===== config.mk =====
export PLATFORM = sky130hd
export DESIGN_NAME = axi_burst_master_flat
export DESIGN_NICKNAME = d
export VERILOG_FILES = /design/src/rtl/axi_burst_master_pkg.sv /design/src/rtl/axi_burst_master_if.sv /design/src/rtl/axi_burst_master_rd_checker.sv /design/src/rtl/axi_burst_master.sv /design/src/flat_wrapper.sv
export SDC_FILE = /design/constraint.sdc
export NUM_CORES = 1
export LEC_CHECK = 0
export ABC_AREA = 1
export BUFFER_PORTS_ARGS = -buffer_cell sky130_fd_sc_hd__buf_2
export CELL_PAD_IN_SITES_DETAIL_PLACEMENT = 1
export CELL_PAD_IN_SITES_GLOBAL_PLACEMENT = 1
export CORE_ASPECT_RATIO = 1.75
export CORE_MARGIN = 2
export CORE_UTILIZATION = 36
export DETAILED_ROUTE_END_ITERATION = 8
export PLACE_DENSITY = 0.9
export REMOVE_ABC_BUFFERS = 1
export SYNTH_ARGS = -nofsm -noshare
export SYNTH_HDL_FRONTEND = slang
export SYNTH_HIERARCHICAL = 1
export SYNTH_SLANG_ARGS = --single-unit

===== constraint.sdc =====
create_clock -name M_AXI_ACLK -period 2.43 [get_ports M_AXI_ACLK]
set_input_delay 0.243 -clock M_AXI_ACLK [delete_from_list [all_inputs] [get_ports M_AXI_ACLK]]
set_output_delay 0.243 -clock M_AXI_ACLK [all_outputs]
set_load 0.01 [all_outputs]

===== src/rtl/axi_burst_master_pkg.sv =====
// axi_burst_master_pkg: AXI response/burst codes and the master FSM state type.
package axi_burst_master_pkg;
    localparam logic [1:0] RESP_OKAY   = 2'b00;
    localparam logic [1:0] RESP_SLVERR = 2'b10;
    localparam logic [1:0] BURST_INCR  = 2'b01;
    typedef enum logic [2:0] {ST_IDLE, ST_WRITE, ST_WRESP, ST_READ, ST_DONE} state_t;
endpackage


===== src/rtl/axi_burst_master_if.sv =====
// axi_burst_master_if: AXI4 full bus bundle between the self-test master and a slave.
interface axi_burst_master_if #(
    parameter int ID_W   = 2,
    parameter int DATA_W = 32,
    parameter int ADDR_W = 5
);
    logic [ID_W-1:0]     awid;
    logic [ADDR_W-1:0]   awaddr;
    logic [7:0]          awlen;
    logic [2:0]          awsize;
    logic [1:0]          awburst;
    logic                awvalid;
    logic                awready;
    logic [DATA_W-1:0]   wdata;
    logic [DATA_W/8-1:0] wstrb;
    logic                wlast;
    logic                wvalid;
    logic                wready;
    logic [ID_W-1:0]     bid;
    logic [1:0]          bresp;
    logic                bvalid;
    logic                bready;
    logic [ID_W-1:0]     arid;
    logic [ADDR_W-1:0]   araddr;
    logic [7:0]          arlen;
    logic [2:0]          arsize;
    logic [1:0]          arburst;
    logic                arvalid;
    logic                arready;
    logic [ID_W-1:0]     rid;
    logic [DATA_W-1:0]   rdata;
    logic [1:0]          rresp;
    logic                rlast;
    logic                rvalid;
    logic                rready;
    modport master (
        output awid, awaddr, awlen, awsize, awburst, awvalid, wdata, wstrb, wlast, wvalid, bready,
               arid, araddr, arlen, arsize, arburst, arvalid, rready,
        input  awready, wready, bid, bresp, bvalid, arready, rid, rdata, rresp, rlast, rvalid
    );
    modport slave (
        input  awid, awaddr, awlen, awsize, awburst, awvalid, wdata, wstrb, wlast, wvalid, bready,
               arid, araddr, arlen, arsize, arburst, arvalid, rready,
        output awready, wready, bid, bresp, bvalid, arready, rid, rdata, rresp, rlast, rvalid
    );
endinterface


===== src/rtl/axi_burst_master_rd_checker.sv =====
// axi_burst_master_rd_checker: counts read beats and flags any beat whose data, ID, response or
// RLAST position disagrees with the pattern that was written.
module axi_burst_master_rd_checker
    import axi_burst_master_pkg::*;
#(
    parameter int ID_W   = 2,
    parameter int DATA_W = 32,
    parameter int LEN    = 8
) (
    input  logic              i_clk,
    input  logic              i_rst_n,
    input  logic              i_clear,
    input  logic              i_beat,
    input  logic [DATA_W-1:0] i_rdata,
    input  logic [1:0]        i_rresp,
    input  logic [ID_W-1:0]   i_rid,
    input  logic              i_rlast,
    input  logic [DATA_W-1:0] i_seed,
    input  logic [ID_W-1:0]   i_id,
    output logic              o_last,
    output logic              o_err
);
    localparam int CW = $clog2(LEN) + 1;
    logic [CW-1:0] r_beat;
    always_ff @(posedge i_clk) begin
        if (!i_rst_n || i_clear) r_beat <= '0;
        else if (i_beat) r_beat <= r_beat + 1'b1;
    end
    assign o_last = r_beat == CW'(LEN - 1);
    assign o_err  = i_beat && (i_rdata != i_seed + DATA_W'(r_beat) || i_rresp != RESP_OKAY ||
                               i_rid != i_id || i_rlast != o_last);
endmodule


===== src/rtl/axi_burst_master.sv =====
// axi_burst_master: on each INIT writes one INCR burst of seed+beat, waits for B, reads it back
// and checks every beat; reports a done pulse and a sticky error flag.
module axi_burst_master
    import axi_burst_master_pkg::*;
#(
    parameter int          C_M_AXI_ID_WIDTH     = 2,
    parameter int          C_M_AXI_DATA_WIDTH   = 32,
    parameter int          C_M_AXI_ADDR_WIDTH   = 5,
    parameter int          C_M_AXI_BURST_LEN    = 8,
    parameter int unsigned C_M_TARGET_BASE_ADDR = 0
) (
    input  logic M_AXI_ACLK,
    input  logic M_AXI_ARESETN,
    input  logic INIT_AXI_TXN,
    output logic TXN_DONE,
    output logic ERROR,
    output logic BUSY,
    axi_burst_master_if.master m_axi
);
    localparam int IW  = C_M_AXI_ID_WIDTH;
    localparam int DW  = C_M_AXI_DATA_WIDTH;
    localparam int AW  = C_M_AXI_ADDR_WIDTH;
    localparam int LEN = C_M_AXI_BURST_LEN;
    localparam int CW  = $clog2(LEN) + 1;
    state_t        r_state, w_next;
    logic          r_awvalid, r_wvalid, r_arvalid, r_aw_done, r_w_done, r_err;
    logic [CW-1:0] r_wbeat;
    logic [IW-1:0] r_id;
    logic [DW-1:0] r_seed;
    logic          w_aw_hs, w_w_hs, w_wlast, w_b_hs, w_b_err, w_r_hs, w_rd_last, w_rd_err;
    assign w_aw_hs = r_awvalid && m_axi.awready;
    assign w_w_hs  = r_wvalid && m_axi.wready;
    assign w_wlast = r_wbeat == CW'(LEN - 1);
    assign w_b_hs  = r_state == ST_WRESP && m_axi.bvalid;
    assign w_b_err = w_b_hs && (m_axi.bresp != RESP_OKAY || m_axi.bid != r_id);
    assign w_r_hs  = r_state == ST_READ && m_axi.rvalid;
    axi_burst_master_rd_checker #(.ID_W(IW), .DATA_W(DW), .LEN(LEN)) u_chk (
        .i_clk(M_AXI_ACLK), .i_rst_n(M_AXI_ARESETN), .i_clear(r_state == ST_IDLE), .i_beat(w_r_hs),
        .i_rdata(m_axi.rdata), .i_rresp(m_axi.rresp), .i_rid(m_axi.rid), .i_rlast(m_axi.rlast),
        .i_seed(r_seed), .i_id(r_id), .o_last(w_rd_last), .o_err(w_rd_err)
    );
    always_comb begin
        w_next = r_state;
        case (r_state)
            ST_IDLE:  w_next = INIT_AXI_TXN ? ST_WRITE : ST_IDLE;
            ST_WRITE: w_next = ((r_aw_done || w_aw_hs) && (r_w_done || (w_w_hs && w_wlast))) ? ST_WRESP : ST_WRITE;
            ST_WRESP: w_next = m_axi.bvalid ? ST_READ : ST_WRESP;
            ST_READ:  w_next = (w_r_hs && w_rd_last) ? ST_DONE : ST_READ;
            ST_DONE:  w_next = ST_IDLE;
            default:  w_next = ST_IDLE;
        endcase
    end
    always_ff @(posedge M_AXI_ACLK) begin
        if (!M_AXI_ARESETN) begin
            r_state   <= ST_IDLE;
            r_awvalid <= 1'b0;
            r_wvalid  <= 1'b0;
            r_arvalid <= 1'b0;
            r_aw_done <= 1'b0;
            r_w_done  <= 1'b0;
            r_err     <= 1'b0;
            r_wbeat   <= '0;
            r_id      <= '0;
            r_seed    <= '0;
        end else begin
            r_state <= w_next;
            r_err   <= r_err || w_b_err || w_rd_err;
            if (r_state == ST_IDLE && INIT_AXI_TXN) begin
                r_awvalid <= 1'b1;
                r_wvalid  <= 1'b1;
                r_aw_done <= 1'b0;
                r_w_done  <= 1'b0;
                r_wbeat   <= '0;
            end
            if (w_aw_hs) begin
                r_awvalid <= 1'b0;
                r_aw_done <= 1'b1;
            end
            if (w_w_hs && w_wlast) begin
                r_wvalid <= 1'b0;
                r_w_done <= 1'b1;
            end else if (w_w_hs) r_wbeat <= r_wbeat + 1'b1;
            if (w_b_hs) r_arvalid <= 1'b1;
            if (r_arvalid && m_axi.arready) r_arvalid <= 1'b0;
            if (r_state == ST_DONE) begin
                r_id   <= r_id + 1'b1;
                r_seed <= r_seed + DW'(LEN);
            end
        end
    end
    assign TXN_DONE      = r_state == ST_DONE;
    assign BUSY          = r_state != ST_IDLE;
    assign ERROR         = r_err;
    assign m_axi.awid    = r_id;
    assign m_axi.awaddr  = AW'(C_M_TARGET_BASE_ADDR);
    assign m_axi.awlen   = 8'(LEN - 1);
    assign m_axi.awsize  = 3'($clog2(DW / 8));
    assign m_axi.awburst = BURST_INCR;
    assign m_axi.awvalid = r_awvalid;
    assign m_axi.wdata   = r_seed + DW'(r_wbeat);
    assign m_axi.wstrb   = '1;
    assign m_axi.wlast   = r_wvalid && w_wlast;
    assign m_axi.wvalid  = r_wvalid;
    assign m_axi.bready  = r_state == ST_WRESP;
    assign m_axi.arid    = r_id;
    assign m_axi.araddr  = AW'(C_M_TARGET_BASE_ADDR);
    assign m_axi.arlen   = 8'(LEN - 1);
    assign m_axi.arsize  = 3'($clog2(DW / 8));
    assign m_axi.arburst = BURST_INCR;
    assign m_axi.arvalid = r_arvalid;
    assign m_axi.rready  = r_state == ST_READ;
endmodule

===== src/flat_wrapper.sv =====
// flat-port wrapper written by rule: the top's interface ports become plain ports
module axi_burst_master_flat import axi_burst_master_pkg::*;
#(
    parameter int          C_M_AXI_ID_WIDTH     = 2,
    parameter int          C_M_AXI_DATA_WIDTH   = 32,
    parameter int          C_M_AXI_ADDR_WIDTH   = 5,
    parameter int          C_M_AXI_BURST_LEN    = 8,
    parameter int unsigned C_M_TARGET_BASE_ADDR = 0
)
  (M_AXI_ACLK, M_AXI_ARESETN, INIT_AXI_TXN, TXN_DONE, ERROR, BUSY, m_axi_awid, m_axi_awaddr, m_axi_awlen, m_axi_awsize, m_axi_awburst, m_axi_awvalid, m_axi_wdata, m_axi_wstrb, m_axi_wlast, m_axi_wvalid, m_axi_bready, m_axi_arid, m_axi_araddr, m_axi_arlen, m_axi_arsize, m_axi_arburst, m_axi_arvalid, m_axi_rready, m_axi_awready, m_axi_wready, m_axi_bid, m_axi_bresp, m_axi_bvalid, m_axi_arready, m_axi_rid, m_axi_rdata, m_axi_rresp, m_axi_rlast, m_axi_rvalid);
  axi_burst_master_if m_axi_i ();
  input  logic M_AXI_ACLK;
  input  logic M_AXI_ARESETN;
  input  logic INIT_AXI_TXN;
  output logic TXN_DONE;
  output logic ERROR;
  output logic BUSY;
  output wire logic [$bits(m_axi_i.awid)-1:0] m_axi_awid;
  output wire logic [$bits(m_axi_i.awaddr)-1:0] m_axi_awaddr;
  output wire logic [$bits(m_axi_i.awlen)-1:0] m_axi_awlen;
  output wire logic [$bits(m_axi_i.awsize)-1:0] m_axi_awsize;
  output wire logic [$bits(m_axi_i.awburst)-1:0] m_axi_awburst;
  output wire logic [$bits(m_axi_i.awvalid)-1:0] m_axi_awvalid;
  output wire logic [$bits(m_axi_i.wdata)-1:0] m_axi_wdata;
  output wire logic [$bits(m_axi_i.wstrb)-1:0] m_axi_wstrb;
  output wire logic [$bits(m_axi_i.wlast)-1:0] m_axi_wlast;
  output wire logic [$bits(m_axi_i.wvalid)-1:0] m_axi_wvalid;
  output wire logic [$bits(m_axi_i.bready)-1:0] m_axi_bready;
  output wire logic [$bits(m_axi_i.arid)-1:0] m_axi_arid;
  output wire logic [$bits(m_axi_i.araddr)-1:0] m_axi_araddr;
  output wire logic [$bits(m_axi_i.arlen)-1:0] m_axi_arlen;
  output wire logic [$bits(m_axi_i.arsize)-1:0] m_axi_arsize;
  output wire logic [$bits(m_axi_i.arburst)-1:0] m_axi_arburst;
  output wire logic [$bits(m_axi_i.arvalid)-1:0] m_axi_arvalid;
  output wire logic [$bits(m_axi_i.rready)-1:0] m_axi_rready;
  input wire logic [$bits(m_axi_i.awready)-1:0] m_axi_awready;
  input wire logic [$bits(m_axi_i.wready)-1:0] m_axi_wready;
  input wire logic [$bits(m_axi_i.bid)-1:0] m_axi_bid;
  input wire logic [$bits(m_axi_i.bresp)-1:0] m_axi_bresp;
  input wire logic [$bits(m_axi_i.bvalid)-1:0] m_axi_bvalid;
  input wire logic [$bits(m_axi_i.arready)-1:0] m_axi_arready;
  input wire logic [$bits(m_axi_i.rid)-1:0] m_axi_rid;
  input wire logic [$bits(m_axi_i.rdata)-1:0] m_axi_rdata;
  input wire logic [$bits(m_axi_i.rresp)-1:0] m_axi_rresp;
  input wire logic [$bits(m_axi_i.rlast)-1:0] m_axi_rlast;
  input wire logic [$bits(m_axi_i.rvalid)-1:0] m_axi_rvalid;
  assign m_axi_awid = m_axi_i.awid;
  assign m_axi_awaddr = m_axi_i.awaddr;
  assign m_axi_awlen = m_axi_i.awlen;
  assign m_axi_awsize = m_axi_i.awsize;
  assign m_axi_awburst = m_axi_i.awburst;
  assign m_axi_awvalid = m_axi_i.awvalid;
  assign m_axi_wdata = m_axi_i.wdata;
  assign m_axi_wstrb = m_axi_i.wstrb;
  assign m_axi_wlast = m_axi_i.wlast;
  assign m_axi_wvalid = m_axi_i.wvalid;
  assign m_axi_bready = m_axi_i.bready;
  assign m_axi_arid = m_axi_i.arid;
  assign m_axi_araddr = m_axi_i.araddr;
  assign m_axi_arlen = m_axi_i.arlen;
  assign m_axi_arsize = m_axi_i.arsize;
  assign m_axi_arburst = m_axi_i.arburst;
  assign m_axi_arvalid = m_axi_i.arvalid;
  assign m_axi_rready = m_axi_i.rready;
  assign m_axi_i.awready = m_axi_awready;
  assign m_axi_i.wready = m_axi_wready;
  assign m_axi_i.bid = m_axi_bid;
  assign m_axi_i.bresp = m_axi_bresp;
  assign m_axi_i.bvalid = m_axi_bvalid;
  assign m_axi_i.arready = m_axi_arready;
  assign m_axi_i.rid = m_axi_rid;
  assign m_axi_i.rdata = m_axi_rdata;
  assign m_axi_i.rresp = m_axi_rresp;
  assign m_axi_i.rlast = m_axi_rlast;
  assign m_axi_i.rvalid = m_axi_rvalid;
  axi_burst_master #(.C_M_AXI_ID_WIDTH(C_M_AXI_ID_WIDTH), .C_M_AXI_DATA_WIDTH(C_M_AXI_DATA_WIDTH), .C_M_AXI_ADDR_WIDTH(C_M_AXI_ADDR_WIDTH), .C_M_AXI_BURST_LEN(C_M_AXI_BURST_LEN), .C_M_TARGET_BASE_ADDR(C_M_TARGET_BASE_ADDR)) u_core (.M_AXI_ACLK(M_AXI_ACLK), .M_AXI_ARESETN(M_AXI_ARESETN), .INIT_AXI_TXN(INIT_AXI_TXN), .TXN_DONE(TXN_DONE), .ERROR(ERROR), .BUSY(BUSY), .m_axi(m_axi_i));
endmodule

==> flow_metrics.tcl <==
set metrics [dict create \
    diodes_inserted 0 \
    timing.fmax_mhz 437 \
    synthCells 839 \
    final.setup_skew_ps 7.46 \
    io-pin-count 134 \
    routed_via_density 5.05 \
    detailedRoute.firstIterationViolations 237 \
    final_min_period_over_clock_period_pct 94.2 \
    row_count 57 \
    power_density_nw_per_um2 305 \
    dr_vias 5793 \
    timing.critical_path.cells "buf_4 -> ha_1 -> inv_1 -> nor2_4 -> nand2_2 -> inv_1 -> nand3_1 -> nor2_2 -> xor2_1 -> buf_2" \
    antenna_violation_net_count_after_detailed_routing 0 \
    htree_levels 2 \
    initial_core_util_pct 36.4 \
    ys_ff_latch 48 \
    avgSynthCellArea_um2 5.97 \
    hold_path.class "in2reg" \
    period_needed_ps 2290 \
    synthArstFlopShare_pct 0 \
    final_cells 1146 \
    p_total_uw 1830 \
    path_max_fanout 5 \
    routing_usage_on_met3_pct 3.54 \
    number_of_antenna_violations_at_the_first_check_in_global_routing 0 \
    chipWidth_um 93.2 \
    clockBufferDepth 2 \
    synthTopCellsByCount "230 x nand2_1, 117 x nor2_1, 108 x inv_1" \
    path_class "reg2out" \
    start_kind "flop" \
    p_leak_uw 0.00291 \
    clock_latency_ps 300 \
    routed_wire_length_per_instance_um 16.6 \
    cp_data_required_time_ps 2190 \
    final_layout_size_suffix_gt1_share_pct 22.2 \
    die_height_um 160 \
    timing.slew.headroom_pct 49.9 \
    detail_route.wirelength_um 19100 \
    status "completed" \
    numClockSinks 48 \
    power.ir.vdd_worst_mv 0.368 \
    final_cell_area_um2 6020 \
    yosys_warnings 6 \
    drt-pass1-iter-count 4 \
    synth_seq_area_share_pct 19.2 \
    die_area_um2 14900 \
    netlist_top_cells_area "dfxtp_1 19%, nand2_1 17%, nor2_1 8.8%" \
    layer_with_the_highest_usage_after_global_routing "met2" \
    met2_usage_pct 49.6 \
    nNetsFinal 1027 \
    timing_max_transition_violations_final 0 \
    global_route.overflow_total 0 \
    seq_area_um2 975 \
    grt_max_degree 30 \
    critical-path-top-delay-family "buffers and inverters" \
    cts_tree "yes" \
    first_global_vias 6105 \
    crit_path_capture_type "output pin" \
    grt_use_total_pct 25.6 \
    coreArea_um2 13800 \
    worst_pin_slew_ps 751 \
    yosys.cell_count.top_type "nand2_1" \
    route.detailed.drc 0 \
    multi_input_comb_area_um2 3480 \
    timing.setup.tns_ps 0 \
    cts_buf_count 5 \
    yosys_most_used_dff "dfxtp_1" \
    first_pass_grt_wire_length_um 29900 \
    area.growth.synth_to_final_pct 20.1 \
    max_incr_delay_on_cp_ps 400 \
    fin_worst_hold_slack_ps 118 \
    input_output_buffers 93 \
    cts_hold_buf 0 \
    yosysTopAreaCell "dfxtp_1" \
    hold_viol_final 0 \
    syn-cell-area_um2 5010 \
    root_buffer "clkbuf_16" \
    setup_viol 0 \
    critical_path.most_common_cell "inv_1" \
    number_of_enable_type_register_cells_in_the_synthesized_netlist 0 \
    cells_after_dpl 1134 \
    gpl.final_weighted_congestion 0.953 \
    num-fill-cells 1948 \
    timing.max_cap.violations 0 \
    dp_hpwl_um 15400 \
    timing.critical_path.arrival_ps 2050 \
    cp.buffers_inverters 4 \
    synth_cell_type_count 34 \
    fraction_of_post_synthesis_cell_area_in_the_top_cell_type_by_area_pct 19.2 \
    grt_use_met1_pct 23.4 \
    critPathSlowestCell "dfxtp_2" \
    worst_setup_hold_path_clk_slew_ps 70 \
    place_area_um2 5740 \
]
cell usage in the layout, fill, tap and decap left out, drive strengths merged, types with 2 or more instances in the layout:
cell    instances
o21ai          23
nand3          76
nand4          12
nand2         244
a31oi           2
clkbuf          5
nor3            3
dfxtp          48
xor2           39
conb           44
nor2          152
nand3b          7
inv           113
buf           131
xnor2          17
o21bai          2
ha              9
a211oi          2
a21oi          32
per-stage QoR:
| stage | util [%] | setup WS (ps) |
|---|---|---|
| floorplan | - | 484 |
| global placement | 41.7 | 137 |
| detailed placement | 41.7 | 97.6 |
| CTS | 42.9 | 20.6 |
| global route | 43.7 | -9.75 |
| finish | 43.7 | 140 |
sequential cells by signal, summed over array words and instances (netlist names):
| register | cells |
|---|---|
| u_core/m_axi.arid | 2 |
| u_core/r_seed | 29 |
| u_core/r_state | 3 |
| u_core/m_axi.arvalid | 1 |
| u_core/r_w_done | 1 |
| u_core/m_axi.wvalid | 1 |
| u_core/m_axi.awvalid | 1 |
| u_core/r_wbeat | 4 |
| u_core/r_aw_done | 1 |
| u_core/ERROR | 1 |
| u_core/u_chk/r_beat | 4 |
timing repair:
item                                   CTS  global route
pin swaps                                1             4
buffers inserted                         0             4
gates resized for setup                  0            23
setup endpoints to repair                1             5
endpoints found under the hold margin    0             0
worst paths after layout:
kind	startpoint	endpoint	slack, ps	cells past startpoint
min reg2reg	u_core/m_axi.arvalid	u_core/m_axi.arvalid	450	1
max	u_core/r_seed[4]	m_axi_wdata[23]	140	10
min	m_axi_arready	u_core/m_axi.arvalid	120	2
max reg2reg	u_core/r_seed[10]	u_core/ERROR	200	15
cells by family (layout without fill, tap and decap cells):
family / count (synthesis) / count (layout) / share of synthesized area, %
AO/OA/AOI/OAI: 61 / 61 / 6.34
XOR/XNOR: 56 / 56 / 9.79
adder cells (fa/ha/maj): 10 / 10 / 2.65
buffers and inverters: 164 / 252 / 15.9
flip-flops: 48 / 48 / 19.2
other: 2 / 44 / 0.150
AND/OR/NAND/NOR: 498 / 498 / 46.0
layout make-up:
class                      count  share of cell area (%)
sequential                    48                    16.2
clock buffer                   5                    2.08
timing repair buffer         131                    12.5
clock inverter                 3                   0.707
tap                          177                    3.68
multi-input combinational    669                    57.8
inverter                     113                    7.05
worst reg2reg max path, stage by stage, from the launching register on:
cell and delay, ps:
dfxtp_1 450, nand2_1 210, nor2_2 180, nand2_1 110
nor2_1 210, nand3b_1 140, nand3_1 110, nand2_1 50
nor2_1 140, nand2_1 70, inv_1 50, nand3_1 70
nor2_1 90, nor2_1 50, nor2_1 80, a21oi_1 60
per-layer routing:
metal | share of wire, % | wire, um
met5 | 0 | 0
met4 | 7.8 | 1480
met3 | 4.6 | 877
met2 | 55 | 10400
met1 | 33 | 6280
report_power, final:
part	switching [uW]	leakage, uW	internal (uW)
clock network	334	0.0000798	485
logic	138	0.00244	77.9
registers	6.93	0.000392	791
total	479	0.00291	1350
(Power assumes the default switching activity.)
